[config.mk]
export PLATFORM = sky130hd
export DESIGN_NAME = sdma_intr_hub
export DESIGN_NICKNAME = d
export VERILOG_FILES = /design/src/rtl/sdma_hub_pkg.sv /design/src/rtl/sdma_rr_arbiter.sv /design/src/rtl/sdma_intr_hub.sv
export SDC_FILE = /design/constraint.sdc
export NUM_CORES = 1
export LEC_CHECK = 0
export CELL_PAD_IN_SITES_DETAIL_PLACEMENT = 1
export CELL_PAD_IN_SITES_GLOBAL_PLACEMENT = 1
export CORE_MARGIN = 5
export CORE_UTILIZATION = 39
export DETAILED_ROUTE_END_ITERATION = 16
export PLACE_DENSITY_LB_ADDON = 0.1
export SETUP_SLACK_MARGIN = 0.15
export SYNTH_ARGS = -nofsm -noshare
export SYNTH_HDL_FRONTEND = slang
export SYNTH_SLANG_ARGS = --single-unit
[constraint.sdc]
create_clock -name WB_CLK -period 2.77 [get_ports WB_CLK]
set_input_delay 0.6925 -clock WB_CLK [delete_from_list [all_inputs] [get_ports WB_CLK]]
set_output_delay 0.6925 -clock WB_CLK [all_outputs]
set_load 0.01 [all_outputs]
[src/rtl/sdma_hub_pkg.sv]
// Shared definitions for the SDMA interrupt hub: FSM encoding, register
// window layout and byte-enable helper.
package sdma_hub_pkg;

  typedef enum logic [1:0] {
    ST_IDLE    = 2'd0,
    ST_REQ     = 2'd1,
    ST_ACTIVE  = 2'd2,
    ST_RELEASE = 2'd3
  } hub_state_e;

  // Register word indices
  localparam logic [1:0] REG_STATUS  = 2'd0;
  localparam logic [1:0] REG_ENABLE  = 2'd1;
  localparam logic [1:0] REG_OWNER   = 2'd2;
  localparam logic [1:0] REG_TIMEOUT = 2'd3;

  // STATUS / ENABLE bit layout
  localparam int unsigned DONE_LSB     = 0;
  localparam int unsigned TMO_LSB      = 8;
  localparam int unsigned ARB_MODE_BIT = 31;

  // OWNER register layout
  localparam int unsigned OWNER_BUSY_BIT  = 8;
  localparam int unsigned OWNER_STATE_LSB = 16;

  // Expand the four Wishbone byte strobes into a 32-bit bit mask
  function automatic logic [31:0] be_to_mask(input logic [3:0] be);
    logic [31:0] m;
    m = '0;
    for (int unsigned b = 0; b < 4; b++) begin
      m[8*b +: 8] = {8{be[b]}};
    end
    return m;
  endfunction

endpackage

[src/rtl/sdma_rr_arbiter.sv]
// Combinational client arbiter: fixed priority (lowest index) or round robin
// starting at the pointer and wrapping at NUM_CLIENTS.
module sdma_rr_arbiter #(
  parameter int unsigned NUM_CLIENTS = 4,
  parameter int unsigned OWNER_W     = 3
) (
  input  logic [NUM_CLIENTS-1:0] i_req,
  input  logic [OWNER_W-1:0]     i_rr_ptr,
  input  logic                   i_rr_mode,
  output logic [OWNER_W-1:0]     o_winner,
  output logic                   o_valid
);

  logic [OWNER_W-1:0] w_lo_idx;
  logic [OWNER_W-1:0] w_hi_idx;
  logic               w_lo_vld;
  logic               w_hi_vld;

  // Lowest requester overall, and lowest requester at or above the pointer;
  // round robin prefers the latter and wraps to the former.
  always_comb begin
    w_lo_idx = '0;
    w_lo_vld = 1'b0;
    w_hi_idx = '0;
    w_hi_vld = 1'b0;
    for (int unsigned j = 0; j < NUM_CLIENTS; j++) begin
      if (i_req[j] && !w_lo_vld) begin
        w_lo_vld = 1'b1;
        w_lo_idx = OWNER_W'(j);
      end
      if (i_req[j] && !w_hi_vld && (j >= 32'(i_rr_ptr))) begin
        w_hi_vld = 1'b1;
        w_hi_idx = OWNER_W'(j);
      end
    end
  end

  assign o_valid  = w_lo_vld;
  assign o_winner = (i_rr_mode && w_hi_vld) ? w_hi_idx : w_lo_idx;

endmodule

[src/rtl/sdma_intr_hub.sv]
// Multi-client SDMA channel hub: arbitrates client requests onto one SDMA
// channel, routes done/active to the owner, and raises a maskable interrupt
// from sticky done/timeout status. Wishbone register window.
module sdma_intr_hub
  import sdma_hub_pkg::*;
#(
  parameter int unsigned NUM_CLIENTS     = 4,
  parameter int unsigned OWNER_W         = 3,
  parameter logic [15:0] TIMEOUT_DEFAULT = 16'd4096
) (
  input  logic                   WB_CLK,
  input  logic                   WB_RST_n,
  input  logic [1:0]             WBs_ADR_i,
  input  logic                   WBs_CYC_i,
  input  logic                   WBs_STB_i,
  input  logic                   WBs_WE_i,
  input  logic [3:0]             WBs_BYTE_STB_i,
  input  logic [31:0]            WBs_WR_DAT_i,
  output logic [31:0]            WBs_RD_DAT_o,
  output logic                   WBs_ACK_o,
  input  logic [NUM_CLIENTS-1:0] Client_Req_i,
  input  logic [NUM_CLIENTS-1:0] Client_Sreq_i,
  output logic [NUM_CLIENTS-1:0] Client_Done_o,
  output logic [NUM_CLIENTS-1:0] Client_Active_o,
  output logic                   SDMA_Req_o,
  output logic                   SDMA_Sreq_o,
  input  logic                   SDMA_Done_i,
  input  logic                   SDMA_Active_i,
  output logic                   Intr_o
);

  hub_state_e             r_state;
  hub_state_e             w_state_nxt;
  logic [OWNER_W-1:0]     r_owner;
  logic [OWNER_W-1:0]     r_rr_ptr;
  logic [15:0]            r_timer;
  logic [15:0]            r_tmo_limit;
  logic [NUM_CLIENTS-1:0] r_done_st;
  logic [NUM_CLIENTS-1:0] r_tmo_st;
  logic [NUM_CLIENTS-1:0] r_en_done;
  logic [NUM_CLIENTS-1:0] r_en_tmo;
  logic [NUM_CLIENTS-1:0] r_done_pulse;
  logic                   r_arb_mode;
  logic                   r_ack;
  logic                   r_intr;
  logic [31:0]            r_rd_dat;

  logic [OWNER_W-1:0]     w_win;
  logic                   w_win_vld;
  logic [NUM_CLIENTS-1:0] w_owner_oh;
  logic                   w_owner_req;
  logic                   w_owner_sreq;
  logic                   w_set_done;
  logic                   w_set_tmo;
  logic                   w_wb_go;
  logic                   w_wb_wr;
  logic                   w_st_wr;
  logic [31:0]            w_mask;
  logic [31:0]            w_wclr;
  logic [31:0]            w_merge;
  logic [31:0]            w_rd_word;
  logic [NUM_CLIENTS-1:0] w_done_clr;
  logic [NUM_CLIENTS-1:0] w_tmo_clr;
  logic                   w_unused_bits;

  sdma_rr_arbiter #(
    .NUM_CLIENTS (NUM_CLIENTS),
    .OWNER_W     (OWNER_W)
  ) u_arb (
    .i_req     (Client_Req_i),
    .i_rr_ptr  (r_rr_ptr),
    .i_rr_mode (r_arb_mode),
    .o_winner  (w_win),
    .o_valid   (w_win_vld)
  );

  assign w_owner_oh   = NUM_CLIENTS'(1) << r_owner;
  assign w_owner_req  = |(Client_Req_i & w_owner_oh);
  assign w_owner_sreq = |(Client_Sreq_i & w_owner_oh);

  // FSM state register
  always_ff @(posedge WB_CLK or negedge WB_RST_n) begin
    if (!WB_RST_n) r_state <= ST_IDLE;
    else           r_state <= w_state_nxt;
  end

  // FSM next state, SDMA/client routing and status set events
  always_comb begin
    w_state_nxt     = r_state;
    w_set_done      = 1'b0;
    w_set_tmo       = 1'b0;
    SDMA_Req_o      = 1'b0;
    SDMA_Sreq_o     = 1'b0;
    Client_Active_o = '0;
    case (r_state)
      ST_IDLE: begin
        if (w_win_vld) w_state_nxt = ST_REQ;
      end
      ST_REQ: begin
        SDMA_Req_o  = w_owner_req;
        SDMA_Sreq_o = w_owner_sreq;
        if (SDMA_Done_i) begin
          w_set_done  = 1'b1;
          w_state_nxt = ST_RELEASE;
        end else if (SDMA_Active_i) begin
          w_state_nxt = ST_ACTIVE;
        end else if ((r_tmo_limit != '0) && (r_timer == r_tmo_limit)) begin
          w_set_tmo   = 1'b1;
          w_state_nxt = ST_RELEASE;
        end else if (!w_owner_req && !w_owner_sreq) begin
          w_state_nxt = ST_RELEASE;
        end
      end
      ST_ACTIVE: begin
        SDMA_Req_o      = w_owner_req;
        SDMA_Sreq_o     = w_owner_sreq;
        Client_Active_o = w_owner_oh & {NUM_CLIENTS{SDMA_Active_i}};
        if (SDMA_Done_i) begin
          w_set_done  = 1'b1;
          w_state_nxt = ST_RELEASE;
        end
      end
      ST_RELEASE: begin
        w_state_nxt = ST_IDLE;
      end
      default: begin
        w_state_nxt = ST_IDLE;
      end
    endcase
  end

  // Owner latch, request timer and round-robin pointer
  always_ff @(posedge WB_CLK or negedge WB_RST_n) begin
    if (!WB_RST_n) begin
      r_owner  <= '0;
      r_timer  <= '0;
      r_rr_ptr <= '0;
    end else begin
      if (r_state == ST_IDLE && w_win_vld) begin
        r_owner <= w_win;
        r_timer <= '0;
      end else if (r_state == ST_REQ) begin
        r_timer <= r_timer + 16'd1;
      end else if (r_state == ST_RELEASE) begin
        r_rr_ptr <= (r_owner == OWNER_W'(NUM_CLIENTS - 1)) ? '0 : r_owner + OWNER_W'(1);
      end
    end
  end

  // One-cycle done pulse to the owning client
  always_ff @(posedge WB_CLK or negedge WB_RST_n) begin
    if (!WB_RST_n) r_done_pulse <= '0;
    else           r_done_pulse <= w_set_done ? w_owner_oh : '0;
  end

  assign Client_Done_o = r_done_pulse;

  // Wishbone decode
  assign w_wb_go  = WBs_CYC_i & WBs_STB_i & ~r_ack;
  assign w_wb_wr  = w_wb_go & WBs_WE_i;
  assign w_st_wr  = w_wb_wr && (WBs_ADR_i == REG_STATUS);
  assign w_mask   = be_to_mask(WBs_BYTE_STB_i);
  assign w_wclr   = WBs_WR_DAT_i & w_mask;
  assign w_merge  = (w_rd_word & ~w_mask) | w_wclr;
  assign w_done_clr = w_st_wr ? w_wclr[DONE_LSB +: NUM_CLIENTS] : '0;
  assign w_tmo_clr  = w_st_wr ? w_wclr[TMO_LSB  +: NUM_CLIENTS] : '0;
  assign w_unused_bits = ^{w_merge, w_wclr};

  // Read mux over the register window; unused bits read 0
  always_comb begin
    w_rd_word = '0;
    case (WBs_ADR_i)
      REG_STATUS: begin
        w_rd_word[DONE_LSB +: NUM_CLIENTS] = r_done_st;
        w_rd_word[TMO_LSB  +: NUM_CLIENTS] = r_tmo_st;
      end
      REG_ENABLE: begin
        w_rd_word[DONE_LSB +: NUM_CLIENTS] = r_en_done;
        w_rd_word[TMO_LSB  +: NUM_CLIENTS] = r_en_tmo;
        w_rd_word[ARB_MODE_BIT]            = r_arb_mode;
      end
      REG_OWNER: begin
        w_rd_word[OWNER_W-1:0]             = r_owner;
        w_rd_word[OWNER_BUSY_BIT]          = (r_state != ST_IDLE);
        w_rd_word[OWNER_STATE_LSB +: 2]    = r_state;
      end
      default: begin
        w_rd_word[15:0] = r_tmo_limit;
      end
    endcase
  end

  // Wishbone acknowledge and registered read data
  always_ff @(posedge WB_CLK or negedge WB_RST_n) begin
    if (!WB_RST_n) begin
      r_ack    <= 1'b0;
      r_rd_dat <= '0;
    end else begin
      r_ack    <= w_wb_go;
      r_rd_dat <= (w_wb_go && !WBs_WE_i) ? w_rd_word : '0;
    end
  end

  assign WBs_ACK_o    = r_ack;
  assign WBs_RD_DAT_o = r_rd_dat;

  // ENABLE / ARB_MODE and TIMEOUT_LIMIT writes with byte merging
  always_ff @(posedge WB_CLK or negedge WB_RST_n) begin
    if (!WB_RST_n) begin
      r_en_done   <= '0;
      r_en_tmo    <= '0;
      r_arb_mode  <= 1'b0;
      r_tmo_limit <= TIMEOUT_DEFAULT;
    end else if (w_wb_wr) begin
      case (WBs_ADR_i)
        REG_ENABLE: begin
          r_en_done  <= w_merge[DONE_LSB +: NUM_CLIENTS];
          r_en_tmo   <= w_merge[TMO_LSB  +: NUM_CLIENTS];
          r_arb_mode <= w_merge[ARB_MODE_BIT];
        end
        REG_TIMEOUT: r_tmo_limit <= w_merge[15:0];
        default: ;
      endcase
    end
  end

  // Sticky status, write-1-to-clear; a same-cycle set overrides the clear
  always_ff @(posedge WB_CLK or negedge WB_RST_n) begin
    if (!WB_RST_n) begin
      r_done_st <= '0;
      r_tmo_st  <= '0;
    end else begin
      r_done_st <= (r_done_st & ~w_done_clr) | (w_set_done ? w_owner_oh : '0);
      r_tmo_st  <= (r_tmo_st  & ~w_tmo_clr)  | (w_set_tmo  ? w_owner_oh : '0);
    end
  end

  // Registered interrupt from enabled sticky status
  always_ff @(posedge WB_CLK or negedge WB_RST_n) begin
    if (!WB_RST_n) r_intr <= 1'b0;
    else           r_intr <= |((r_done_st & r_en_done) | (r_tmo_st & r_en_tmo));
  end

  assign Intr_o = r_intr;

endmodule

==> impl_results.md <==
- Largest net degree at the start of global routing: 48
- Busiest grt layer: met2
- Worst R2R End: r_state[1]
- Slowest cell on the critical path: clkdlybuf4s50_1
- GRT met1 Usage: 25.0%
- Max Clk Rate: 0.395 GHz
- Layout area overhead: 29.7%
- Data arrival, critical path: 1.84 ns
- Count of cell types in the netlist: 41
- Area leader, netlist: dfrtp_1
- Iter 0 DRT Violations: 108
- RSZ-0062 raised after global routing: no
- Final Skew: 0.00942 ns
- Mapped Cells: 373
- Multi-input gate area: 1940 µm²
- H-tree levels: 3
- Slew HR: 58.9%
- Synth Cell Area: 4030 µm²
- Register area share after synthesis: 49.7%
- Post-synthesis sequential element count: 80
- Via-per-instance ratio: 5.11
- EDFF count, synth: 0
- Worst-Skew Late Latency: 0.35 ns
- GR met2 Demand/Resource: 30.1%
- Worst EP required: 2.08 ns
- CTS tree: yes
- Die width: 112 µm
- Number of iterations in the first detailed-routing pass: 4
- Num ports: 97
- Outcome: finished clean
- Die area: 12500 µm²
- CTS Hold Bufs: 0
- Async S/R FF share, synth: 100%
- Setup TNS: 0 ns
- Hold Crit Class: in -> async
- Fin nets: 528
- Yosys Warn Count: 0
- Max Slew Vio Count: 0
- Clk root buf: clkbuf_8
- Post-DRT Antenna Nets: 0
- Critical Path Fanout Max: 2
- Height of the die: 112 µm
- Port bufs: 67
- Vias: 3089
- Initial antenna violation count: 0
- Core area: 10200 µm²
- Post-route DRC: 0
- Reg2reg setup slack: 0.68 ns
- Cell Pwr Density: 736 nW/µm²
- FILL cells: 1145
- Commonest cells in the netlist: dfrtp_1, nor2_1, nand2_1, mux2_2, xor2_1
- Peak per-stage delay on the critical path: 0.44 ns
- Vias in the first global route: 3408
- Initial Util: 39.6%
- Worst r2r path cells: 6
- Crit Path Class: in -> out
- Tot GR Track Use: 18.4%
- GPL Wtd Cong: 0.840
- Clock-pin slew on the worst setup and hold paths: 0.08 ns
- Max Root-Sink Buffers: 2
- Final hold violation count: 0
- Pwr Total: 0.00385 W
- Area contributors post-synth: dfrtp_1, mux2_2, xor2_1, nor2_1, ha_1
- Least-Margin Pin Slew: 0.617 ns
- Syn avg cell area: 10.8 µm²
- Share of layout cells above drive strength 1: 17.7%
- DP HPWL: 8.35 mm
- Post-synth top flop: dfrtp_1
- Ant. Diodes: 0
- CP Cell Sequence: clkdlybuf4s50_1 > a22oi_2 > nand2_1 > and2_1 > dlygate4sd2_1
- Max Cap Violations: 0
- CTS Buf Count: 9
- Remaining Overflow, GRT: 0
- M3 GR Usage: 3.26%
- Worst Path Buf+Inv: 2
- Post-synth top area share: 49.0%
- First-pass GRT wire length: 18.2 mm
- Setup crit end kind: output pin
- Drt wl/cell: 18.2 µm
- Startpoint types: primary input
- Reg area: 2000 µm²
- Row cnt: 37
- Peak supply drop: 0.310 mV
- Final setup fails: 0
- Top Family by Delay on Critical Path: buffers and inverters
- Leakage power: 2.47 nW
- Final period util: 91.3%
- Clk sinks: 80
- RR Startpoint: r_state[1]
- Final wirelength: 11.0 mm
- Top-count cell post-synth: dfrtp_1
- Min Tclk post-route: 2.53 ns
-- final cells by class --
cell class | instances | area share (%)
clock buffers | 12 | 3.16
clock inverters | 3 | 0.765
inverters | 14 | 1.00
multi-input cells | 269 | 37.0
flip-flops and latches | 80 | 38.3
well taps | 136 | 3.25
repair buffers | 91 | 16.5
-- worst max path at each step --
stage	from	endpoint	cells past startpoint
4_1_cts	r_state[0]	Client_Active_o[3]	4
2_1_floorplan	r_state[1]	r_state[1]	7
3_5_place_dp	Client_Req_i[2]	SDMA_Req_o	5
6_report	Client_Req_i[0]	SDMA_Req_o	5
5_1_grt	r_owner[1]	SDMA_Sreq_o	6
3_3_place_gp	Client_Req_i[2]	SDMA_Req_o	5
-- sequential cells by signal (all words and copies together), names as in the netlist --
register / count
WBs_RD_DAT_o: 19
r_timer: 16
r_tmo_limit: 16
Client_Done_o: 4
r_done_st: 4
r_en_done: 4
r_en_tmo: 4
r_tmo_st: 4
r_owner: 2
r_rr_ptr: 2
r_state: 2
Intr_o: 1
WBs_ACK_o: 1
r_arb_mode: 1
-- report_power, final --
group	internal [W]	total, W	switching, W
clock network	0.000483	0.000903	0.000420
logic	0.000659	0.00133	0.000674
registers	0.00139	0.00162	0.000231
total	0.00253	0.00385	0.00133
-- per-stage QoR --
| stage | worst slack [ns] | area (µm²) | util, % | std cells | hold slack [ns] |
|---|---|---|---|---|---|
| floorplan | 0.856 | 4080 | - | 385 | 0.397 |
| global placement | 0.0113 | 4940 | 48.5 | 584 | 0.499 |
| detailed placement | 0.0194 | 4940 | 48.5 | 584 | 0.515 |
| CTS | 0.207 | 5210 | 51.2 | 605 | 0.363 |
| global route | 0.154 | 5230 | 51.4 | 605 | 0.397 |
| finish | 0.240 | 5230 | 51.4 | 605 | 0.357 |
-- per-layer routing --
metal | vias up | wire length [µm]
met2 | 60 | 5310
li1 | 1467 | -
met4 | 0 | 164
met5 | - | 0
met3 | 11 | 309
met1 | 1551 | 5210
-- cell families after synthesis --
family	synth area share, %
AOI/OAI and AO/OA	8.28
and+or+nand+nor	16.5
DFF	49.7
buffers and inverters	4.71
adders and majority gates	3.10
xor gates and xnor gates	6.51
other	0.0930
muxes	11.1
-- cell usage in the layout, fill, tap and decap left out, types with 7 or more instances in the layout --
cell type        count
mux2_2              25
nor2_1              34
inv_1               13
nand2_1             28
mux2i_1             10
a21oi_1             14
xor2_1              25
and3_1              16
dfrtp_1             78
a22oi_1             10
nand4_1              7
nor3_1               8
clkdlybuf4s50_1     60
clkbuf_8            12
and2_1              14
buf_4               23
conb_1              13
-- timing repair --
action / 4_1_cts / 5_1_grt
gates resized for setup: 14 / 5
pin swaps: 0 / 0
buffers inserted: 6 / 0
setup endpoints to repair: 6 / 3
endpoints found under the hold margin: 0 / 0
No activity file was read; power rests on OpenSTA's default activity.
